--- src/rtl/tft_timing_pkg.sv ---
// Shared timing defaults, scan phases and RGB565 colours for the 480x272 TFT path.
package tft_timing_pkg;

    localparam int H_SYNC_DEF  = 41;
    localparam int H_BACK_DEF  = 2;
    localparam int H_DISP_DEF  = 480;
    localparam int H_FRONT_DEF = 2;
    localparam int V_SYNC_DEF  = 10;
    localparam int V_BACK_DEF  = 2;
    localparam int V_DISP_DEF  = 272;
    localparam int V_FRONT_DEF = 2;

    localparam int H_TOTAL = H_SYNC_DEF + H_BACK_DEF + H_DISP_DEF + H_FRONT_DEF;
    localparam int V_TOTAL = V_SYNC_DEF + V_BACK_DEF + V_DISP_DEF + V_FRONT_DEF;
    localparam int H_START = H_SYNC_DEF + H_BACK_DEF;
    localparam int V_START = V_SYNC_DEF + V_BACK_DEF;

    localparam logic [15:0] BLACK  = 16'h0000;
    localparam logic [15:0] BLUE   = 16'h001F;
    localparam logic [15:0] RED    = 16'hF800;
    localparam logic [15:0] PURPLE = 16'hF81F;
    localparam logic [15:0] GREEN  = 16'h07E0;
    localparam logic [15:0] CYAN   = 16'h07FF;
    localparam logic [15:0] YELLOW = 16'hFFE0;
    localparam logic [15:0] WHITE  = 16'hFFFF;

    typedef enum logic [1:0] {
        PH_SYNC,
        PH_BACK,
        PH_ACTIVE,
        PH_FRONT
    } phase_t;

    // Boundaries are exclusive upper ends of each phase along one axis.
    function automatic phase_t phase_of(input logic [9:0] cnt,
                                        input logic [9:0] sync_end,
                                        input logic [9:0] back_end,
                                        input logic [9:0] disp_end);
        phase_t ph;
        if (cnt < sync_end)
            ph = PH_SYNC;
        else if (cnt < back_end)
            ph = PH_BACK;
        else if (cnt < disp_end)
            ph = PH_ACTIVE;
        else
            ph = PH_FRONT;
        return ph;
    endfunction

endpackage

--- src/rtl/tft_backlight_pwm.sv ---
// Backlight PWM: free-running 8-bit period, duty latched only at period end.
module tft_backlight_pwm
    import tft_timing_pkg::*;
(
    input  logic       clk,
    input  logic       rst,
    input  logic [7:0] bright,
    output logic       pwm
);

    logic [7:0] pwm_cnt;
    logic [7:0] duty;

    // Duty updates on the same edge that wraps the counter, so every period uses one value.
    always_ff @(posedge clk or posedge rst) begin
        if (rst) begin
            pwm_cnt <= 8'd0;
            duty    <= 8'd0;
            pwm     <= 1'b0;
        end else begin
            pwm_cnt <= pwm_cnt + 8'd1;
            if (pwm_cnt == 8'hFF)
                duty <= bright;
            pwm <= (pwm_cnt < duty);
        end
    end

endmodule

--- src/rtl/tft_scan_timing.sv ---
// Scan counters, sync/DE generation and registered pixel output for an RGB565 TFT panel.
//   phase     | meaning
//   PH_SYNC   | sync pulse (HS/VS driven low)
//   PH_BACK   | back porch, blanked
//   PH_ACTIVE | visible pixels, req asserted when both axes active
//   PH_FRONT  | front porch, blanked
module tft_scan_timing
    import tft_timing_pkg::*;
#(
    parameter int H_SYNC  = H_SYNC_DEF,
    parameter int H_BACK  = H_BACK_DEF,
    parameter int H_DISP  = H_DISP_DEF,
    parameter int H_FRONT = H_FRONT_DEF,
    parameter int V_SYNC  = V_SYNC_DEF,
    parameter int V_BACK  = V_BACK_DEF,
    parameter int V_DISP  = V_DISP_DEF,
    parameter int V_FRONT = V_FRONT_DEF
) (
    input  logic        Clk,
    input  logic        Rst,
    input  logic [15:0] data_in,
    input  logic [7:0]  bright,
    output logic [9:0]  hcount,
    output logic [9:0]  vcount,
    output logic        req,
    output logic        frame_start,
    output logic [15:0] TFT_RGB,
    output logic        TFT_HS,
    output logic        TFT_VS,
    output logic        TFT_DE,
    output logic        TFT_CLK,
    output logic        TFT_PWM
);

    localparam logic [9:0] H_SYNC_END = 10'(H_SYNC);
    localparam logic [9:0] H_ACT_BEG  = 10'(H_SYNC + H_BACK);
    localparam logic [9:0] H_ACT_END  = 10'(H_SYNC + H_BACK + H_DISP);
    localparam logic [9:0] H_LAST     = 10'(H_SYNC + H_BACK + H_DISP + H_FRONT - 1);
    localparam logic [9:0] V_SYNC_END = 10'(V_SYNC);
    localparam logic [9:0] V_ACT_BEG  = 10'(V_SYNC + V_BACK);
    localparam logic [9:0] V_ACT_END  = 10'(V_SYNC + V_BACK + V_DISP);
    localparam logic [9:0] V_LAST     = 10'(V_SYNC + V_BACK + V_DISP + V_FRONT - 1);

    logic [9:0] h_cnt;
    logic [9:0] v_cnt;
    phase_t     h_phase;
    phase_t     v_phase;

    always_ff @(posedge Clk or posedge Rst) begin
        if (Rst) begin
            h_cnt <= 10'd0;
            v_cnt <= 10'd0;
        end else if (h_cnt == H_LAST) begin
            h_cnt <= 10'd0;
            v_cnt <= (v_cnt == V_LAST) ? 10'd0 : v_cnt + 10'd1;
        end else begin
            h_cnt <= h_cnt + 10'd1;
        end
    end

    assign h_phase = phase_of(h_cnt, H_SYNC_END, H_ACT_BEG, H_ACT_END);
    assign v_phase = phase_of(v_cnt, V_SYNC_END, V_ACT_BEG, V_ACT_END);

    assign req    = (h_phase == PH_ACTIVE) && (v_phase == PH_ACTIVE);
    assign hcount = req ? (h_cnt - H_ACT_BEG) : 10'd0;
    assign vcount = req ? (v_cnt - V_ACT_BEG) : 10'd0;

    // One register stage for every panel signal keeps RGB, DE and syncs aligned.
    always_ff @(posedge Clk or posedge Rst) begin
        if (Rst) begin
            TFT_RGB     <= BLACK;
            TFT_DE      <= 1'b0;
            TFT_HS      <= 1'b1;
            TFT_VS      <= 1'b1;
            frame_start <= 1'b0;
        end else begin
            TFT_RGB     <= req ? data_in : BLACK;
            TFT_DE      <= req;
            TFT_HS      <= (h_phase != PH_SYNC);
            TFT_VS      <= (v_phase != PH_SYNC);
            frame_start <= (h_cnt == 10'd0) && (v_cnt == 10'd0);
        end
    end

    // Inverted clock puts the panel's sampling edge mid-way through each data cycle.
    assign TFT_CLK = ~Clk;

    tft_backlight_pwm u_pwm (
        .clk    (Clk),
        .rst    (Rst),
        .bright (bright),
        .pwm    (TFT_PWM)
    );

endmodule

--- config.mk ---
export PLATFORM = sky130hd
export DESIGN_NAME = tft_scan_timing
export DESIGN_NICKNAME = d
export VERILOG_FILES = /design/src/rtl/tft_timing_pkg.sv /design/src/rtl/tft_backlight_pwm.sv /design/src/rtl/tft_scan_timing.sv
export SDC_FILE = /design/constraint.sdc
export NUM_CORES = 1
export LEC_CHECK = 0
export BUFFER_PORTS_ARGS = -buffer_cell sky130_fd_sc_hd__buf_4
export CELL_PAD_IN_SITES_DETAIL_PLACEMENT = 0
export CELL_PAD_IN_SITES_GLOBAL_PLACEMENT = 1
export CORE_ASPECT_RATIO = 0.7
export CORE_UTILIZATION = 42
export CTS_CLUSTER_DIAMETER = 80
export DETAILED_ROUTE_END_ITERATION = 16
export PLACE_DENSITY_LB_ADDON = 0.1
export SLEW_MARGIN = 5
export SYNTH_ARGS = -nofsm -noshare
export SYNTH_HDL_FRONTEND = slang
export SYNTH_SLANG_ARGS = --single-unit
export TNS_END_PERCENT = 5
--- constraint.sdc ---
create_clock -name Clk -period 2.25 [get_ports Clk]
set_clock_uncertainty 0.1 [all_clocks]
set_input_delay 0 -clock Clk [delete_from_list [all_inputs] [get_ports Clk]]
set_output_delay 0 -clock Clk [all_outputs]
set_load 0.005 [all_outputs]
Word level (Yosys, flattened, before mapping) --
Cells that the tools add are included.
Cells by class: add/sub/neg operators 5, order comparisons 7, equal/unequal tests 5, muxes and demuxes 11, bitwise gates (word level) 1, reduce and logical (&&, ||, !) cells 6
Operators by type and width (count):
- 2-to-1 mux 10 bit | 4
- adder 10 x 1 -> 10 bit, second input constant | 2
- logical NOT 10 bit | 2
- less-than comparator 10 x 4 -> 1 bit, second input constant | 2
- less-than comparator 10 x 6 -> 1 bit, second input constant | 2
- 2-to-1 mux 16 bit | 1
- equality test 10 bit, second input constant | 1
- equality test 10 x 9 -> 1 bit, second input constant | 1
- less-than comparator 10 bit, second input constant | 1
- less-than comparator 10 x 9 -> 1 bit, second input constant | 1
- subtractor 10 x 4 -> 10 bit, second input constant | 1
- subtractor 10 x 6 -> 10 bit, second input constant | 1
- adder 8 x 1 -> 8 bit, second input constant | 1
- equality test 8 bit, second input constant | 1
- less-than comparator 8 bit | 1
- 2-to-1 mux 2 bit | 4
- equality test 2 bit, second input constant | 2
- nonzero test 2 bit | 2
- logical AND 1 bit | 2
- 2-to-1 mux 1 bit | 2
- NOT 1 bit | 1
Word-level totals: register bits after elaboration 57, input port bits 26, output and inout port bits 43, logic and storage cells 45

Depth between registers and ports, before layout --
depth after elaboration 7, gate-level depth with buffers 8

Hierarchy --
From an unflattened synthesis, not the netlist that was laid out.
Unflattened totals: cell total of the unflattened synthesis 307, area, all modules 3315.7 um2
By module, submodules not included:
- tft_scan_timing | instances 1, cells each 237, area an instance 2438.6 um2
- tft_backlight_pwm | instances 1, cells each 70, area an instance 877.1 um2

==> metrics.md <==
| Metric | Value |
|---|---|
| Outcome | `completed` |
| CP Cell Sequence | `or3_4, buf_6, o31ai_4, buf_12, clkbuf_16, nor3_4, buf_4` |
| Gate power share | `0.046` |
| Initial Util | `0.436` |
| Synthesized area per cell | `10.2 um^2` |
| TritonCTS clock tree | `yes` |
| Vias in the first global route | `2434` |
| Sequential share of power | `0.477` |
| Largest net degree at the start of global routing | `35` |
| CP required | `2.15 ns` |
| Fin crit period | `2.22 ns` |
| Area Growth Syn to Fin | `42.1%` |
| Antenna viol nets, final | `0` |
| Gr usage total | `0.202` |
| Global-route wire length before repair | `12.1 mm` |
| Total number of vias | `2645` |
| GRT overflow | `0` |
| GP Congestion | `0.897` |
| Worst vdd ir | `0.000261 V` |
| Synthesis warning total | `0` |
| Number of unique standard cell types used by synthesis | `47` |
| DIE AREA | `7990 um^2` |
| Core region area | `7350 um^2` |
| CP Max Fanout | `8` |
| Hold crit path type | `primary input to asynchronous set/reset pin` |
| Routed wire length | `7.84 mm` |
| Worst-path clk slew | `0.07 ns` |
| Fill count | `623` |
| Critical path buffers and inverters | `4` |
| Mux contribution to synthesized area | `0.0312` |
| Die W | `106 um` |
| Commonest non-fill, non-tap cell in the layout | `buf_4` |
| Net Switching | `482 uW` |
| Num rows | `26` |
| Top Family by Delay on Critical Path | `buffers and inverters` |
| Post-DP HPWL | `5.09 mm` |
| CP Class | `register to output pin` |
| Antenna Diode Count | `0` |
| Slowest-stage cell, CP | `dfrtp_2` |
| Nets@finish | `471` |
| Hold WS | `0.206 ns` |
| Initial antenna violation count | `0` |
| Worst setup EP type | `output pin` |
| Root Driver | `clkbuf_8` |
| Post-Synth XOR/XNOR Area | `0.0711` |
| Sequential area share after synthesis | `0.446` |
| Worst slew margin | `0.583` |
| Unrepaired setup endpoints after global routing | `yes` |
| Top-Level Pins | `69` |
| Crit start category | `register` |
| Count of final hold-check violations | `0` |
| Number of max-cap violations | `0` |
| Highest-count cells in the layout ignoring fill and taps | `buf_4, dfrtp_1, inv_1, dlygate4sd3_1, nor3_1` |
| TritonCTS Buffers | `9` |
| Layout cells sized above 1 | `0.374` |
| Worst EP arrival | `2.12 ns` |
| Wirelength per Cell | `14.8 um` |
| Initial DRT Pass Iterations | `4` |
| Pleak | `2.23 nW` |
| Final slew viol count | `0` |
| Die height | `75.1 um` |
| Drt drc | `0` |
| Internal Power | `1.66 mW` |
| Max incr delay on CP | `0.46 ns` |
| Largest family of logic cells by synthesized area | `simple AND/OR/NAND/NOR gates` |
| Post-Synth Simple-Gate Area | `0.211` |
| Period utilization | `0.988` |
| 1st-iter DRT viols | `155` |
| Synthesized-area fraction occupied by adder cells | `0.0664` |
| Clock buffer depth | `2` |
| # setup viols final | `0` |
| Complex-gate fraction of the synthesized area | `0.0852` |
| Worst slew pin tran | `0.625 ns` |
| Worst-Skew Late Latency | `0.34 ns` |
| Switching part of the total | `0.224` |
| Post-synthesis net count | `357` |
| Vias per inst | `4.98` |
| Fmax | `450 MHz` |
| Proportion of power drawn by the clock network | `0.477` |
| Register bit total from synthesis | `57` |
| Synth Cell Area | `3200 um^2` |
| Htree depth | `3` |
| Cells after synthesis | `314` |
| Power Density | `472 nW/um^2` |
| Port Buffers | `68` |
| Total power draw | `2.15 mW` |
| Post-layout util | `0.619` |
## per-layer routing
metal,vias up,share of wire,track usage
met5,-,0,0
met4,0,0.010,0.0617
met3,8,0.071,0.0710
met2,88,0.42,0.293
met1,1241,0.50,0.284
li1,1308,-,-
## synth_stat cells, drive strengths merged
cell type / number / area (um^2)
ha: 17 / 213
o21a: 2 / 15.0
nor4: 2 / 12.5
o211ai: 2 / 15.0
or3: 3 / 28.8
and4b: 1 / 10.0
nand2b: 3 / 18.8
mux2: 8 / 90.1
a221oi: 1 / 8.76
inv: 36 / 135
dfstp: 2 / 52.6
dfrtp: 55 / 1380
nand2: 14 / 52.6
nor3: 37 / 240
buf: 18 / 148
o31ai: 3 / 36.3
nor4b: 1 / 8.76
o21ai: 12 / 75.1
o2bb2ai: 1 / 8.76
a211o: 1 / 8.76
a21oi: 9 / 45.0
clkbuf: 1 / 3.75
mux2i: 1 / 10.0
a31oi: 1 / 6.26
nand3: 11 / 55.1
a32oi: 1 / 8.76
and2: 1 / 6.26
xor2: 11 / 96.3
and3: 10 / 63.8
a21o: 3 / 22.5
a211oi: 3 / 22.5
xnor2: 15 / 131
nand4b: 3 / 41.3
nand4: 6 / 37.5
nor2: 13 / 48.8
and4: 4 / 35.0
nor3b: 1 / 7.51
or4: 1 / 7.51
## what timing repair did
action / CTS / global route
gates resized for setup: 8 / 25
pin swaps: 2 / 7
endpoints found under the hold margin: 51 / 0
setup buffers: 2 / 11
gates cloned: 0 / 2
hold buffers: 25 / 0
setup endpoints to repair: 19 / 19
## worst register-to-register path: cells and delay by family (launching register included)
family | cells | cell delay, ns
adders and majority gates | 1 | 0.20
and+or+nand+nor | 3 | 0.72
muxes | 1 | 0.38
DFF | 1 | 0.40
## power by group through the flow
| stage | combinational [mW] | sequential, mW | clock [mW] |
|---|---|---|---|
| after floorplan | 0.0206 | 1.04 | 0.0102 |
| after CTS | 0.0995 | 1.02 | 1.06 |
| after detailed placement | 0.0641 | 1.04 | 0.0353 |
| after global routing | 0.110 | 1.02 | 1.10 |
| final | 0.0978 | 1.02 | 1.02 |
| after global placement | 0.0642 | 1.04 | 0.0353 |
## path summary, 6_finish.rpt
kind	start	endpoint	slack (ns)	depth (start not counted)
hold / removal	Rst	u_pwm.pwm_cnt[4]	0.21	3
hold reg to reg	u_pwm.pwm_cnt[0]	u_pwm.pwm_cnt[0]	0.39	1
setup / recovery	h_cnt[6]	hcount[6]	0.03	7
setup reg to reg	u_pwm.pwm_cnt[0]	u_pwm.duty[5]	0.34	5
max in group asynchronous	Rst	TFT_VS	1.13	4
min in group Clk	bright[7]	u_pwm.duty[7]	0.32	3
## cell families after synthesis
logic type	count (synthesis)
AO/OA/AOI/OAI	39
XOR/XNOR	26
adder cells (fa/ha/maj)	17
buffers and inverters	55
flip-flops	57
multiplexers	9
AND/OR/NAND/NOR	111
## state kept, by name (all words and copies together), names as in the netlist
signal         flops
frame_start        1
TFT_VS             1
TFT_DE             1
h_cnt             10
v_cnt             10
TFT_HS             1
u_pwm.pwm          1
TFT_RGB           16
u_pwm.pwm_cnt      8
u_pwm.duty         8
## metrics by stage
step	setup TNS [ns]	area [um^2]	setup WS (ns)	cells
floorplan	0	3200	0.399	314
global placement	0	3810	0.298	476
detailed placement	0	3810	0.269	476
CTS	-0.00260	4310	-0.00239	519
global route	-0.674	4550	-0.0508	531
finish	0	4550	0.0266	531
## final cells by class
type,count,area (um^2),area share
well taps,98,123,0.0269
repair buffers,121,1050,0.232
multi-input cells,202,1590,0.348
clock buffers,13,195,0.0429
inverters,35,131,0.0289
flip-flops and latches,57,1440,0.316
clock inverters,5,23.8,0.00522
Power figures use the tool's default switching activity.
